===== src/rtl/chacha20_xor_stream.sv =====
// chacha20_xor_stream: keystream consumer for the chacha20 block core.
// Requests keystream blocks, XORs them into a 32-bit valid/ready stream and
// owns the 64-bit block counter.
// Optional feature macro: CHACHA20_XOR_PREFETCH_EN (double-buffered keystream).
module chacha20_xor_stream (
   input  logic         clock,
   input  logic         reset,
   input  logic         load,
   input  logic [255:0] key,
   input  logic [63:0]  nonce,
   input  logic [63:0]  counter_init,
   input  logic         s_valid,
   output logic         s_ready,
   input  logic [31:0]  s_data,
   input  logic         s_last,
   output logic         m_valid,
   input  logic         m_ready,
   output logic [31:0]  m_data,
   output logic         m_last,
   output logic         core_start,
   output logic [255:0] core_key,
   output logic [63:0]  core_nonce,
   output logic [63:0]  core_index,
   input  logic         core_done,
   input  logic [511:0] core_out,
   output logic         busy,
   output logic         ctr_wrap
);

   typedef enum logic [2:0] {ST_IDLE, ST_REQ, ST_WAIT, ST_RUN, ST_FLUSH} state_e;

   // core expects the block counter little-endian byte order
   function automatic logic [63:0] bswap64(input logic [63:0] v);
      logic [63:0] r;
      for (int i = 0; i < 8; i++) r[8*i +: 8] = v[56-8*i +: 8];
      return r;
   endfunction

   state_e             state_q, state_d;
   logic [255:0]       key_q, key_d;
   logic [63:0]        nonce_q, nonce_d;
   logic [63:0]        ctr_q, ctr_d;
   logic [15:0][31:0]  buf_q, buf_d;      // buf_q[15] is keystream word 0
   logic [3:0]         ptr_q, ptr_d;
   logic               m_valid_q, m_valid_d;
   logic [31:0]        m_data_q, m_data_d;
   logic               m_last_q, m_last_d;
   logic               ctr_wrap_q, ctr_wrap_d;
   logic [255:0]       core_key_q, core_key_d;
   logic [63:0]        core_nonce_q, core_nonce_d;
   logic [63:0]        core_index_q, core_index_d;
   logic               in_xfer;
   logic [31:0]        ks_word;
   logic [63:0]        ctr_inc;

`ifdef CHACHA20_XOR_PREFETCH_EN
   logic [15:0][31:0]  spare_q, spare_d;
   logic               spare_vld_q, spare_vld_d;
   logic               pf_pend_q, pf_pend_d;    // prefetch request in flight
   logic               pf_start_q, pf_start_d;
   logic               pf_arrive;

   assign pf_arrive  = pf_pend_q && core_done;
   assign core_start = (state_q == ST_REQ) || pf_start_q;
`else
   assign core_start = (state_q == ST_REQ);
`endif

   // load always wins over an input word in the same cycle
   assign s_ready    = (state_q == ST_RUN) && (!m_valid_q || m_ready) && !load;
   assign in_xfer    = s_valid && s_ready;
   assign ks_word    = buf_q[4'd15 - ptr_q];
   assign ctr_inc    = ctr_q + 64'd1;
   assign busy       = (state_q != ST_IDLE);
   assign m_valid    = m_valid_q;
   assign m_data     = m_data_q;
   assign m_last     = m_last_q;
   assign ctr_wrap   = ctr_wrap_q;
   assign core_key   = core_key_q;
   assign core_nonce = core_nonce_q;
   assign core_index = core_index_q;

   // next-state, counter and keystream buffer control
   always_comb begin
      state_d      = state_q;
      key_d        = key_q;
      nonce_d      = nonce_q;
      ctr_d        = ctr_q;
      buf_d        = buf_q;
      ptr_d        = ptr_q;
      ctr_wrap_d   = ctr_wrap_q;
      core_key_d   = core_key_q;
      core_nonce_d = core_nonce_q;
      core_index_d = core_index_q;
`ifdef CHACHA20_XOR_PREFETCH_EN
      spare_d      = spare_q;
      spare_vld_d  = spare_vld_q;
      pf_pend_d    = pf_pend_q;
      pf_start_d   = 1'b0;
      // an arriving prefetch is either used below or dropped
      if (pf_arrive) pf_pend_d = 1'b0;
`endif

      if (load) begin
         key_d   = key;
         nonce_d = nonce;
         ctr_d   = counter_init;
         ptr_d   = '0;
         buf_d   = '0;
`ifdef CHACHA20_XOR_PREFETCH_EN
         spare_vld_d = 1'b0;
`endif
      end

      case (state_q)
         ST_IDLE: begin
            if (load) begin
               state_d = ST_REQ;
`ifdef CHACHA20_XOR_PREFETCH_EN
               // a prefetch abandoned by s_last may still be in the core
               if (pf_pend_q && !core_done) state_d = ST_FLUSH;
`endif
            end
         end
         ST_REQ: begin
            if (!load) state_d = ST_WAIT;
         end
         ST_WAIT: begin
            if (load) begin
               state_d = ST_FLUSH;
            end else if (core_done) begin
               buf_d   = core_out;
               ptr_d   = '0;
               state_d = ST_RUN;
`ifdef CHACHA20_XOR_PREFETCH_EN
               pf_start_d = 1'b1;
               pf_pend_d  = 1'b1;
`endif
            end
         end
         ST_RUN: begin
            if (load) begin
               state_d = ST_REQ;
`ifdef CHACHA20_XOR_PREFETCH_EN
               if (pf_pend_q && !core_done) state_d = ST_FLUSH;
`endif
            end else begin
`ifdef CHACHA20_XOR_PREFETCH_EN
               if (pf_arrive) begin
                  spare_d     = core_out;
                  spare_vld_d = 1'b1;
               end
`endif
               if (in_xfer) begin
                  ptr_d = ptr_q + 4'd1;
                  if (s_last) begin
                     state_d = ST_IDLE;
                  end else if (ptr_q == 4'd15) begin
                     ctr_d = ctr_inc;
                     if (ctr_inc == 64'd0) ctr_wrap_d = 1'b1;
`ifdef CHACHA20_XOR_PREFETCH_EN
                     if (spare_vld_q || pf_arrive) begin
                        buf_d       = spare_vld_q ? spare_q : core_out;
                        spare_vld_d = 1'b0;
                        pf_start_d  = 1'b1;
                        pf_pend_d   = 1'b1;
                     end else if (pf_pend_q) begin
                        // the in-flight prefetch is exactly the next block
                        state_d = ST_WAIT;
                     end else begin
                        state_d = ST_REQ;
                     end
`else
                     state_d = ST_REQ;
`endif
                  end
               end
            end
         end
         ST_FLUSH: begin
            if (!load && core_done) state_d = ST_REQ;
         end
         default: state_d = ST_IDLE;
      endcase

      // request fields only change when a new request is about to go out
      if (state_d == ST_REQ) begin
         core_key_d   = key_d;
         core_nonce_d = nonce_d;
         core_index_d = bswap64(ctr_d);
      end
`ifdef CHACHA20_XOR_PREFETCH_EN
      else if (pf_start_d) begin
         core_key_d   = key_q;
         core_nonce_d = nonce_q;
         core_index_d = bswap64(ctr_d + 64'd1);
      end
`endif
   end

   // registered output word: XOR on input transfer, hold while stalled
   always_comb begin
      m_valid_d = m_valid_q;
      m_data_d  = m_data_q;
      m_last_d  = m_last_q;
      if (load) begin
         m_valid_d = 1'b0;
      end else if (in_xfer) begin
         m_data_d  = s_data ^ ks_word;
         m_last_d  = s_last;
         m_valid_d = 1'b1;
      end else if (m_valid_q && m_ready) begin
         m_valid_d = 1'b0;
      end
   end

   // state registers
   always_ff @(posedge clock) begin
      if (reset) begin
         state_q      <= ST_IDLE;
         key_q        <= '0;
         nonce_q      <= '0;
         ctr_q        <= '0;
         buf_q        <= '0;
         ptr_q        <= '0;
         m_valid_q    <= 1'b0;
         m_data_q     <= '0;
         m_last_q     <= 1'b0;
         ctr_wrap_q   <= 1'b0;
         core_key_q   <= '0;
         core_nonce_q <= '0;
         core_index_q <= '0;
`ifdef CHACHA20_XOR_PREFETCH_EN
         spare_q      <= '0;
         spare_vld_q  <= 1'b0;
         pf_pend_q    <= 1'b0;
         pf_start_q   <= 1'b0;
`endif
      end else begin
         state_q      <= state_d;
         key_q        <= key_d;
         nonce_q      <= nonce_d;
         ctr_q        <= ctr_d;
         buf_q        <= buf_d;
         ptr_q        <= ptr_d;
         m_valid_q    <= m_valid_d;
         m_data_q     <= m_data_d;
         m_last_q     <= m_last_d;
         ctr_wrap_q   <= ctr_wrap_d;
         core_key_q   <= core_key_d;
         core_nonce_q <= core_nonce_d;
         core_index_q <= core_index_d;
`ifdef CHACHA20_XOR_PREFETCH_EN
         spare_q      <= spare_d;
         spare_vld_q  <= spare_vld_d;
         pf_pend_q    <= pf_pend_d;
         pf_start_q   <= pf_start_d;
`endif
      end
   end

endmodule


===== config.mk =====
export PLATFORM = sky130hd
export DESIGN_NAME = chacha20_xor_stream
export DESIGN_NICKNAME = d
export VERILOG_FILES = /design/src/rtl/chacha20_xor_stream.sv
export SDC_FILE = /design/constraint.sdc
export NUM_CORES = 2
export LEC_CHECK = 0
export BUFFER_PORTS_ARGS = -buffer_cell sky130_fd_sc_hd__buf_2
export CORE_AREA = 8 8 523 525
export DETAILED_ROUTE_END_ITERATION = 6
export DIE_AREA = 0 0 531 533
export GPL_TIMING_DRIVEN = 0
export SLEW_MARGIN = 20
export SYNTH_ARGS = -nofsm -noshare
export SYNTH_HDL_FRONTEND = slang
export SYNTH_SLANG_ARGS = --single-unit

===== constraint.sdc =====
create_clock -name clock -period 7.4 [get_ports clock]
set_clock_uncertainty 0.15 [all_clocks]
set_input_delay 0.74 -clock clock [delete_from_list [all_inputs] [get_ports clock]]
set_output_delay 0.74 -clock clock [all_outputs]
set_load 0.1 [all_outputs]

==> flow_summary_export.csv <==
group,metric,value,unit
routing,drtAntennaViolNets,0,
yosys,synth_nets,6670,
yosys,synth_xor_area_share,1.33,%
clock_tree,cts_tree,"yes",
final_layout,final_area,74300,µm²
grt,met2_usage,37.5,%
clock_tree,cts_buffers,159,
power_and_ir_drop,finalPower,19.3,mW
worst_setup_path,slowest_stage,"nor4b_2",
grt,met1_usage,22.8,%
sta,max_freq,0.200,GHz
worst_setup_path,crit_top_cell,"clkbuf_1",
floorplan,die_w,531,µm
power_and_ir_drop,p_per_area,260,nW/µm²
worst_setup_path,required,7900,ps
final_layout,final_common_cell,"buf_2",
clock_tree,cts.sinks,1322,
placement,port_buffers,1354,
job,max_cap_violations,0,
final_layout,mostFrequentLayoutCells,"buf_2, dfxtp_1, nand2_1",
sta,finalCriticalPeriod,4990,ps
worst_setup_path,endpoint_kind,"register",
sta,rsz0062_at_grt,"false",
grt,use_met3,5.14,%
placement,post-place-ws,2270,ps
clock_tree,cts_resized,0,
floorplan,io_pins,1357,
clock_tree,cts_root_buffer,"clkbuf_16",
sta,timing.final.ws_setup,2410,ps
worst_setup_path,cp-start-kind,"register",
power_and_ir_drop,p_leak,29.0,nW
clock_tree,clk_pin_slew_worst_paths,60,ps
routing,vias_per_cell,4.55,
worst_setup_path,slowest_delay,890,ps
routing,drt-total-wl,316,mm
final_layout,drive_gt1_share,24.1,%
routing,drt_iter0_drc,4094,
yosys,synthArstFlopShare,0,%
min_path,min_path_type,"input port to register",
floorplan,rows,190,
yosys,synth_cells,5733,
sta,hold_slack,72.6,ps
yosys,synth_edf_count,0,
worst_setup_path,cp_cell_sequence,"ha_1 > nand4b_1 > nor4b_2 > clkbuf_1 > clkbuf_1 > buf_1 > a211oi_1 > a21oi_1 > nor2_1",
floorplan,design.core.area,266000,µm²
sta,maxSlewHeadroom,18.7,%
power_and_ir_drop,worst_ir_drop_vdd,0.000207,V
grt,grt_max_degree,16,
grt,grt_pass1_vias,52041,
routing,drc_errors,0,
final_layout,fin_util,27.9,%
yosys,synthSimpleGateAreaFrac,17.7,%
yosys,synth_top_family_by_area,"simple AND/OR/NAND/NOR gates",
grt,antenna_found_initial,127,
final_layout,syn2layout_area_growth,43.0,%
placement,dp_hpwl,260,mm
sta,hold_violations,0,
sta,finalSetupTns,0,ps
yosys,ys_seq_elements,1322,
clock_tree,htreeDepth,4,
floorplan,dieArea,283000,µm²
yosys,yosys_warnings,0,
sta,max_slew.worst_pin.slew,1220,ps
floorplan,die_y,533,µm
grt,track_usage,21.2,%
yosys,muxShareOfSynthArea,13.4,%
sta,setup_violations,0,
yosys,ys_types,76,
placement,placed_cell_area,63600,µm²
routing,wire_per_inst,27.4,µm
final_layout,nets,8731,
clock_tree,clockBufferDepth,4,
yosys,synth_fa_ha_area_share,0.0482,%
grt,grt_pass1_wl,424,mm
grt,grt_overflow,0,
worst_setup_path,crit_arrival,5500,ps
routing,num_vias,52532,
sta,slew_viol_final,0,
floorplan,start_util,19.5,%
yosys,synthesis.area,52000,µm²
outcome,status,"finished, final reports clean",
worst_setup_path,crit_type,"register to register",
final_layout,finalNonFillerCells,11550,
yosys,synth_compound_area_share,12.8,%
placement,placed_cells,10654,
yosys,synth-seq-area-share,50.9,%
yosys,syn_avg_cell_area,9.06,µm²
grt,top_usage_layer,"met2",
routing,drtPass1Iterations,6,
placement,routabilityCongestion,0.986,
clock_tree,clk-insertion-delay-late,810,ps
worst_setup_path,path_max_fanout,10,
sta,fin_crit_sh,67.5,%
yosys,ys.flop_type,"dfxtp_1",
==> cell usage after synthesis, types with 33 or more instances <==
cell type | count | area [µm²]
nand4_1 | 33 | 206
a211oi_1 | 365 | 2740
clkbuf_1 | 371 | 1390
xnor2_1 | 56 | 490
dfxtp_1 | 1322 | 26500
buf_2 | 44 | 220
a21oi_1 | 600 | 3000
nor2_1 | 836 | 3140
mux4_2 | 160 | 3600
buf_1 | 56 | 210
nand2_1 | 1138 | 4270
nand3_1 | 41 | 205
o21ai_0 | 63 | 315
mux2i_1 | 331 | 3310
==> per-layer routing <==
metal / up-vias / wire, µm
met4: 32 / 22100
met2: 2673 / 156000
li1: 23966 / -
met3: 682 / 24700
met5: - / 202
met1: 25179 / 113000
==> logic make-up after synthesis <==
logic type      Yosys count
compound gates         1104
xor+xnor                 79
fa+ha+maj                 2
buf+inv                 495
flops                  1322
mux                     493
simple gates           2238
==> worst max-delay path: cells and delay by family, from the launching register on <==
kind / cells / cell delay, ps
compound gates: 2 / 560
fa+ha+maj: 1 / 340
buf+inv: 3 / 1920
flops: 1 / 700
simple gates: 3 / 1160
==> layout make-up <==
cell class              instances  area [µm²]
plain buffers                 481        1960
flip-flops and latches       1322       26500
inverters                      14        52.6
clock buffers                 203        4330
fillers                     28707      192000
well taps                    3552        4440
multi-input cells            3916       23500
repair buffers               1900       12400
clock inverters                72         828
diodes                         90         225
==> path summary, 6_finish.rpt <==
kind	slack, ps	depth (start not counted)	end	startpoint
worst max-delay path	2410	9	core_index[2]$_SDFFE_PP0N_	ptr_q[1]$_SDFF_PP0_
worst min-delay path	70	3	buf_q[68]$_SDFF_PP0_	core_out[68]
worst max register to register	2410	9	core_index[2]$_SDFFE_PP0N_	ptr_q[1]$_SDFF_PP0_
worst min register to register	300	2	buf_q[55]$_SDFF_PP0_	buf_q[55]$_SDFF_PP0_
==> what timing repair did <==
item                                    in CTS  in global routing
endpoints found under the hold margin      531                  0
buffers inserted                             0                  0
hold buffers                               531                  0
endpoints found under the setup margin       0                  0
==> power by group <==
part	switching [mW]	internal [mW]
sequential	0.187	7.46
clock	3.33	4.64
combinational	2.79	0.889
total	6.31	13.0
==> registers in the layout, summed over array words and instances, names as in the netlist, 32 cells and up <==
signal,flops
buf_q,512
core_index,64
core_key,256
core_nonce,64
ctr_q,64
key_q,256
m_data,32
nonce_q,64
No activity file was read; power rests on OpenSTA's default activity.
